--- config.mk ---
export PLATFORM = sky130hd
export DESIGN_NAME = alu128_serial_seq
export DESIGN_NICKNAME = d
export VERILOG_FILES = /design/src/rtl/alu_pkg.sv /design/src/rtl/alu_serial_slice.sv /design/src/rtl/alu128_serial_seq.sv
export SDC_FILE = /design/constraint.sdc
export NUM_CORES = 1
export LEC_CHECK = 0
export CAP_MARGIN = 0
export CORE_MARGIN = 2
export CORE_UTILIZATION = 47
export DETAILED_ROUTE_END_ITERATION = 10
export PLACE_DENSITY = 0.8
export RECOVER_POWER = 50
export REMOVE_ABC_BUFFERS = 1
export SYNTH_ARGS = -nofsm -noshare
export SYNTH_HDL_FRONTEND = slang
export SYNTH_SLANG_ARGS = --single-unit
export TNS_END_PERCENT = 10
--- constraint.sdc ---
create_clock -name clk -period 1.6 [get_ports clk]
set_input_delay 0.16 -clock clk [delete_from_list [all_inputs] [get_ports clk]]
set_output_delay 0.16 -clock clk [all_outputs]
set_load 0.005 [all_outputs]
--- src/rtl/alu_pkg.sv ---
// Shared definitions for the bit-serial ALU: op codes, sequencer states and
// the default operand width.
package alu_pkg;

    localparam int ALU_WIDTH = 128;

    typedef enum logic [2:0] {
        OP_AND = 3'b000,
        OP_OR  = 3'b001,
        OP_XOR = 3'b010,
        OP_NOT = 3'b011,
        OP_INC = 3'b100,
        OP_ADD = 3'b101
    } op_e;

    typedef enum logic [1:0] {
        ST_IDLE = 2'd0,
        ST_RUN  = 2'd1,
        ST_DONE = 2'd2
    } state_e;

    // Only INC and ADD report a carry out of the MSB.
    function automatic logic op_is_arith(input logic [2:0] op);
        return (op == OP_INC) || (op == OP_ADD);
    endfunction

    // Codes 110 and 111 are not assigned to any operation.
    function automatic logic op_is_illegal(input logic [2:0] op);
        return op[2:1] == 2'b11;
    endfunction

endpackage

--- src/rtl/alu_serial_slice.sv ---
// Combinational STEP-bit ALU slice; the carry ripples from bit 0 upward and
// leaves through cout so the sequencer can chain it into the next cycle.
module alu_serial_slice
    import alu_pkg::*;
#(
    parameter int STEP = 1
) (
    input  logic [STEP-1:0] a_bits,
    input  logic [STEP-1:0] b_bits,
    input  logic [2:0]      sel,
    input  logic            cin,
    output logic [STEP-1:0] r_bits,
    output logic            cout
);

    always_comb begin
        logic w_carry;
        // NOTE: every output gets a default before the loop; a path that
        // skips an assignment would otherwise infer a latch.
        r_bits  = '0;
        w_carry = cin;
        for (int i = 0; i < STEP; i++) begin
            case (sel)
                OP_AND: r_bits[i] = a_bits[i] & b_bits[i];
                OP_OR:  r_bits[i] = a_bits[i] | b_bits[i];
                OP_XOR: r_bits[i] = a_bits[i] ^ b_bits[i];
                OP_NOT: r_bits[i] = ~a_bits[i];
                OP_INC: begin
                    r_bits[i] = a_bits[i] ^ w_carry;
                    w_carry   = a_bits[i] & w_carry;
                end
                OP_ADD: begin
                    r_bits[i] = a_bits[i] ^ b_bits[i] ^ w_carry;
                    w_carry   = (a_bits[i] & b_bits[i]) | (w_carry & (a_bits[i] ^ b_bits[i]));
                end
                default: r_bits[i] = 1'b0;
            endcase
        end
        cout = w_carry;
    end

endmodule

--- src/rtl/alu128_serial_seq.sv ---
// Bit-serial ALU sequencer: accepts one operation, processes STEP bits per
// cycle LSB-first for WIDTH/STEP cycles, then holds the result until taken.
module alu128_serial_seq
    import alu_pkg::*;
#(
    parameter int WIDTH = ALU_WIDTH,
    parameter int STEP  = 1
) (
    input  logic             clk,
    input  logic             rst,
    input  logic             in_valid,
    output logic             in_ready,
    input  logic [WIDTH-1:0] a,
    input  logic [WIDTH-1:0] b,
    input  logic [2:0]       sel,
    output logic             out_valid,
    input  logic             out_ready,
    output logic [WIDTH-1:0] result,
    output logic             carry_out,
    output logic             err,
    output logic             busy
);

    localparam int NUM_STEPS = WIDTH / STEP;
    localparam int CNT_W     = $clog2(NUM_STEPS + 1);
    localparam logic [CNT_W-1:0] LAST_CNT = CNT_W'(NUM_STEPS - 1);

    if (STEP < 1 || (WIDTH % STEP) != 0) begin : g_bad_step
        $error("alu128_serial_seq: WIDTH must be a positive multiple of STEP");
    end

    state_e           r_state;
    state_e           w_state_next;
    logic [WIDTH-1:0] r_a;
    logic [WIDTH-1:0] r_b;
    logic [WIDTH-1:0] r_acc;
    logic [WIDTH-1:0] r_result;
    logic [2:0]       r_sel;
    logic [CNT_W-1:0] r_cnt;
    logic             r_carry;
    logic             r_carry_out;
    logic             r_err;
    logic             w_accept;
    logic             w_step;
    logic             w_last;
    logic [STEP-1:0]  w_r_bits;
    logic             w_cout;
    logic [WIDTH-1:0] w_acc_next;

    alu_serial_slice #(.STEP(STEP)) u_slice (
        .a_bits (r_a[STEP-1:0]),
        .b_bits (r_b[STEP-1:0]),
        .sel    (r_sel),
        .cin    (r_carry),
        .r_bits (w_r_bits),
        .cout   (w_cout)
    );

    // New slice bits enter at the MSB end, so after the last step the first
    // slice processed sits at bit 0.
    if (WIDTH == STEP) begin : g_acc_single
        assign w_acc_next = w_r_bits;
    end else begin : g_acc_shift
        assign w_acc_next = {w_r_bits, r_acc[WIDTH-1:STEP]};
    end

    assign w_last    = (r_cnt == LAST_CNT);
    assign result    = r_result;
    assign carry_out = r_carry_out;
    assign err       = r_err;

    // NOTE: sequential state always uses non-blocking assignments so every
    // register samples pre-edge values regardless of block ordering.
    always_ff @(posedge clk) begin
        if (rst) r_state <= ST_IDLE;
        else     r_state <= w_state_next;
    end

    always_comb begin
        w_state_next = r_state;
        in_ready     = 1'b0;
        out_valid    = 1'b0;
        busy         = 1'b0;
        w_accept     = 1'b0;
        w_step       = 1'b0;
        case (r_state)
            ST_IDLE: begin
                in_ready = 1'b1;
                if (in_valid) begin
                    w_accept     = 1'b1;
                    w_state_next = ST_RUN;
                end
            end
            ST_RUN: begin
                busy   = 1'b1;
                w_step = 1'b1;
                if (w_last) w_state_next = ST_DONE;
            end
            ST_DONE: begin
                busy      = 1'b1;
                out_valid = 1'b1;
                if (out_ready) w_state_next = ST_IDLE;
            end
            default: w_state_next = ST_IDLE;
        endcase
    end

    // Visible outputs load only on the final step, so they keep the previous
    // operation's values while a new one is running.
    always_ff @(posedge clk) begin
        if (rst) begin
            // NOTE: the whole datapath is cleared on reset because the cleared
            // result, carry_out and err are observable right after reset.
            r_a         <= '0;
            r_b         <= '0;
            r_acc       <= '0;
            r_result    <= '0;
            r_sel       <= '0;
            r_cnt       <= '0;
            r_carry     <= 1'b0;
            r_carry_out <= 1'b0;
            r_err       <= 1'b0;
        end else if (w_accept) begin
            r_a     <= a;
            r_b     <= b;
            r_sel   <= sel;
            r_cnt   <= '0;
            r_carry <= (sel == OP_INC);
        end else if (w_step) begin
            r_a     <= r_a >> STEP;
            r_b     <= r_b >> STEP;
            r_acc   <= w_acc_next;
            r_carry <= w_cout;
            r_cnt   <= r_cnt + CNT_W'(1);
            if (w_last) begin
                r_result    <= w_acc_next;
                r_carry_out <= op_is_arith(r_sel) & w_cout;
                r_err       <= op_is_illegal(r_sel);
            end
        end
    end

endmodule

**After elaboration in Yosys (flattened, before gate mapping)**

Cells that the tools add are included.

- Register bits after elaboration: 528
- Output and inout port bits: 133

- Bitwise gates (word level): 11
- Reductions and logical operators: 9
- Multiplexer cells: 18
- Equality and inequality tests: 13
- Add/subtract/negate cells: 1

Operators with widths:

| cell | count |
|---|---|
| $mux W128 | 4 |
| $eq A3 B3 Y1 const B | 3 |
| $add A8 B1 Y8 const B | 1 |
| $eq A8 B7 Y1 const B | 1 |
| $mux W1 | 8 |
| $eq A3 B2 Y1 const B | 2 |
| $mux W2 | 3 |
| $ne A2 B2 Y1 const B | 3 |
| $pmux W1 S6 | 1 |
| $pmux W2 S3 | 1 |
| $reduce_and A3 Y1 | 2 |
| $and A1 B1 Y1 | 4 |
| $eq A2 B2 Y1 const B | 2 |
| $reduce_or A2 Y1 | 2 |
| $eq A3 B1 Y1 const B | 1 |
| $logic_not A3 Y1 | 1 |
| $xor A1 B1 Y1 | 3 |
| $eq A2 B1 Y1 const B | 1 |
| $logic_not A2 Y1 | 1 |
| $not A1 Y1 | 2 |
| $or A1 B1 Y1 | 2 |
| $pmux W1 S2 | 1 |
| $reduce_and A2 Y1 | 1 |
| $reduce_bool A2 Y1 | 1 |
| $logic_or A1 B1 Y1 | 1 |

**Longest topological paths before layout**

Gate-level depths: netlist (run 1).

- Depth after elaboration: 6
- Mapped depth: 10
- Gate-level depth less buffers: 6

**Hierarchy**

Synthesis (run 1) repeated with hierarchy kept, for this count alone.

- Cell total of the unflattened synthesis: 2,212
- Area total of the unflattened synthesis: 20,783.7 µm²

Modules (own cells, without submodules):

| module | area each (µm²) | cells each | times used |
|---|---|---|---|
| alu128_serial_seq | 20,657.3 | 2,195 | 1 |
| alu_serial_slice | 126.4 | 17 | 1 |

**Worst setup path before layout (run 1)**

OpenSTA, ideal clock, no wires.

- Path type: register -> register
- From: reg r_state[1]
- To: reg r_result[100] (netlist: result[100])
- Clock period less this slack: 1,736 ps
- Arrival time: 1,604 ps
- Slack: -136 ps
- Stages on the path, launching flop included: 11
- Required time: 1,468 ps
- Cell sequence: dfxtp_1 > inv_1 > ha_1 > buf_2 > nand3_1 > or3_1 > clkbuf_1 > buf_6 > buf_2 > nand2_1 > a21oi_1

- Word-level cells in the longest chain between the ends: 4
- Elaborated cells between the ends (all ways): 6
- Classes of those cells: 1 x eq/ne; 2 x mux; 1 x bitwise; 2 x reduce/logical

Ends and longest elaborated chain:

| what | line | text |
|---|---|---|
| start, declared | alu128_serial_seq.sv:32 | `state_e r_state;` |
| start signal, assigned | alu128_serial_seq.sv:76 | `else r_state <= w_state_next;` |
| $logic_not A2 Y1 | alu128_serial_seq.sv:86 | `case (r_state)` |
| $mux W1 | alu128_serial_seq.sv:86 |  |
| $not A1 Y1 (no source line) | -- |  |
| $reduce_and A3 Y1 (no source line) (*) | -- |  |
| end signal, assigned | alu128_serial_seq.sv:136 | `r_result <= w_acc_next;` |
| end, declared | alu128_serial_seq.sv:37 | `logic [WIDTH-1:0] r_result;` |

Mark *: on every way between the ends. The rest lies on a longest branch, timed or not.
A chain may end at the register's enable or synchronous reset.

**Worst setup path after layout (run 1)**

- From: reg r_state[1]
- To: reg r_result[24] (netlist: result[24])

The elaborated chain is that of the path after synthesis.

==> flow_metrics.env, run 1 <==
export IMPL_final_util_pct=66.36
export IMPL_syn_to_final_growth_pct=38.89
export IMPL_timing_fmax_mhz=544.7
export IMPL_relSlewSlack_pct=70.21
export IMPL_yosysSeqAreaShare_pct=51.03
export IMPL_fin_nets=2879
export IMPL_clkTransAtPathRegs_ns=0.06
export IMPL_path_max_fanout=9
export IMPL_rows=76
export IMPL_initial_utilization_pct=47.78
export IMPL_worst_slew_pin_transition_ns=0.4411
export IMPL_syn_area_sq_mm=0.02067
export IMPL_setup_viol=483
export IMPL_cts_buffer_depth=3
export IMPL_core_sq_mm=0.04327
export IMPL_status="finished, violations left"
export IMPL_portBuffers=395
export IMPL_fin_crit_sh_pct=114.7
export IMPL_ys_flop_type="dfxtp_1"
export IMPL_synth_edff_count=0
export IMPL_cp_end_kind="flip-flop"
export IMPL_layout_commonest_cell="dfxtp_1"
export IMPL_worstHoldPathCells=3
export IMPL_num_vias=17430
export IMPL_slowest_delay_ns=0.32
export IMPL_clock_latency_ns=0.60
export IMPL_clock_sinks=527
export IMPL_critPathBufInv=6
export IMPL_yosysUniqueCellTypes=34
export IMPL_drt_initial_drc_count=1354
export IMPL_min_period_ns=1.836
export IMPL_slew_violations=0
export IMPL_worst_endpoint_arrival_ns=2.35
export IMPL_wire_per_inst_um=17.11
export IMPL_fillers=3172
export IMPL_gp_congestion=0.9113
export IMPL_cts_buffers=52
export IMPL_crit_family="buffers and inverters"
export IMPL_tns_ns=-40.20
export IMPL_r2r_end="result[24]$_SDFFE_PP0P_"
export IMPL_final_antenna_net_count=0
export IMPL_syn_avg_cell_area_sq_um=9.375
export IMPL_seqPwrFrac_pct=45.4
export IMPL_antenna_found_initial=0
export IMPL_p_sw_share_pct=25.37
export IMPL_worstPathRequired_ns=2.11
export IMPL_cellLeakagePower_nw=10.96
export IMPL_first_global_vias=16580
export IMPL_violations="setup timing"
export IMPL_cts_tree="yes"
export IMPL_rsz0062_at_grt="true"
export IMPL_crit_top_cell="buf_6"
export IMPL_io_pins=396
export IMPL_p_sw_mw=8.087
export IMPL_grt_pass1_wl_um=83830
export IMPL_via_per_inst=5.395
export IMPL_power_density_mw_per_mm2=1110
export IMPL_final_cell_mix="dfxtp_1, nor2_1, mux2i_1"
export IMPL_r2r_start="r_state[1]$_SDFFE_PP0P_"
export IMPL_hpwl_um=36860
export IMPL_maxCapViolations=0
export IMPL_clockPowerShare_pct=37.7
export IMPL_pwr_share_comb_pct=16.8
export IMPL_worstHoldStart="b[127]"
export IMPL_die_area_sq_mm=0.04568
export IMPL_post_route_drc_count=0
export IMPL_drtPass1Iterations=5
export IMPL_yosysWarnings=0
export IMPL_ff2ff_setup_slack_ns=-0.24
export IMPL_htree_levels=2
export IMPL_intPower_mw=23.79
export IMPL_reg2reg_depth=11
export IMPL_crit_slowest_cell="dfxtp_2"
export IMPL_fin_skew_ns=0.03024
export IMPL_clockRootBuffer="clkbuf_16"
export IMPL_drive_gt1_share_pct=14.64
export IMPL_syn_inst=2205
export IMPL_worst_hold_path_endpoint="r_b[127]$_SDFFE_PP0P_"
export IMPL_critPathKind="reg -> reg"
export IMPL_die_y_um=213.7
export IMPL_hold_path_class="in -> reg"
export IMPL_ir_drop_mv=0.7581
export IMPL_ys_async_sr_fraction_pct=0
export IMPL_finalHoldViolCount=0
export IMPL_finalWorstSetupSlack_ns=-0.2359
export IMPL_grt_overflow=0
export IMPL_ys_ff_latch=527
export IMPL_cp_start_kind="flip-flop"
export IMPL_grt_max_degree=88
export IMPL_grt_total_usage_pct=22.57
export IMPL_fp_dieW_um=213.7
export IMPL_cp_cell_sequence="inv_2 -> buf_6 -> ha_4 -> nand3_4 -> buf_6 -> nor3_4 -> buf_6 -> clkbuf_16 -> clkbuf_16 -> nand2_1 -> a21oi_1"
export IMPL_wirelength_um=55260
what timing repair did:
| item | in CTS | in global routing |
|---|---|---|
| gates resized for setup | 124 | 229 |
| hold endpoints to repair | 9 | 0 |
| cloned | 1 | 10 |
| setup buffers | 4 | 5 |
| setup endpoints to repair | 605 | 594 |
| pin swaps | 38 | 58 |
| hold buffers | 1 | 0 |
layer usage:
layer | global-route usage, % | wire length (um)
met1 | 30.31 | 23940
met2 | 37.30 | 26640
met3 | 4.233 | 3392
met4 | 6.106 | 1279
met5 | 0 | 0
power groups by stage:
stage | combinational [mW] | sequential (mW) | clock [mW]
2_1_floorplan | 2.91 | 14.3 | 0
3_3_place_gp | 4.96 | 14.7 | 0
3_5_place_dp | 5.07 | 14.7 | 0
4_1_cts | 5.16 | 14.5 | 12.2
5_1_grt | 5.78 | 14.6 | 12.7
6_report | 5.37 | 14.5 | 12.0
synthesized netlist by cell type (2+ instances only):
cell type,number,area (sq um)
a211oi_1,256,1922
a21oi_1,139,695.7
buf_1,14,52.55
buf_2,78,390.4
clkbuf_1,97,364.1
dfxtp_1,527,10550
ha_1,6,75.07
inv_1,9,33.78
mux2i_1,381,3814
nand2_1,270,1013
nand3_1,4,20.02
nand3b_1,3,22.52
nand4_1,3,18.77
nor2_1,389,1460
o21ai_0,4,20.02
or3_1,4,25.02
xnor2_1,2,17.52
xor2_1,3,26.28
final cells by class:
type | instances | area, sq um | area share [%]
sequential | 527 | 10600 | 36.92
multi-input combinational | 1479 | 9873 | 34.39
timing repair buffer | 541 | 5787 | 20.15
clock buffer | 78 | 1559 | 5.430
tap | 585 | 732.0 | 2.549
clock inverter | 10 | 125.1 | 0.4358
inverter | 9 | 33.78 | 0.1177
antenna | 1 | 2.502 | 0.008715
state kept, by name, summed over array words and instances, names as in the netlist:
| signal | cells |
|---|---|
| carry_out | 1 |
| err | 1 |
| r_a | 128 |
| r_acc | 127 |
| r_b | 128 |
| r_carry | 1 |
| r_cnt | 8 |
| r_sel | 3 |
| r_state | 2 |
| result | 128 |
worst min-delay path: stages:
cell and delay, ns:
clkdlybuf4s50_1 0.40, nand2_1 0.08, a21oi_2 0.05
how the worst max path moves through the flow:
stage	start	end	depth (start not counted)
2_1_floorplan	r_state[1]$_SDFFE_PP0P_	err$_SDFFE_PP0P_	6
3_3_place_gp	in_valid	r_b[6]$_SDFFE_PP0P_	6
3_5_place_dp	r_state[1]$_SDFFE_PP0P_	result[80]$_SDFFE_PP0P_	9
4_1_cts	r_state[1]$_SDFFE_PP0P_	r_b[12]$_SDFFE_PP0P_	8
5_1_grt	r_state[1]$_SDFFE_PP0P_	result[24]$_SDFFE_PP0P_	11
6_report	r_state[1]$_SDFFE_PP0P_	result[24]$_SDFFE_PP0P_	11
through the flow:
step / instance area [sq um] / hold WS, ns / instances / setup WS (ns) / power, mW
5_1_grt: 28710 / 0.1407 / 3229 / -0.2874 / 33.08
6_report: 28710 / 0.1313 / 3230 / -0.2359 / 31.88
2_1_floorplan: 19850 / 0.2291 / 2015 / -18.00 / 17.21
3_3_place_gp: 25960 / 0.4417 / 3120 / -0.04604 / 19.66
4_1_cts: 27790 / 0.09262 / 3214 / -0.1263 / 31.80
3_5_place_dp: 25960 / 0.4490 / 3120 / -0.1181 / 19.81
cells by family after synthesis:
logic type / synth area share, %
mux: 18.61
buf+inv: 4.122
compound gates: 13.14
fa+ha+maj: 0.3631
simple gates: 12.52
xor+xnor: 0.2119
flops: 51.03
(Power assumes the default switching activity.)
==> run 2, diff against run 1 <==
--- a/config.mk
+++ b/config.mk
@@ -9,6 +9,7 @@
 export CORE_MARGIN = 2
 export CORE_UTILIZATION = 47
 export DETAILED_ROUTE_END_ITERATION = 10
+export HOLD_SLACK_MARGIN = 0.03
 export PLACE_DENSITY = 0.8
 export RECOVER_POWER = 50
 export REMOVE_ABC_BUFFERS = 1
==> results of run 2 <==
Same layout as run 1: the final DEF is identical, and so are final timing and power.
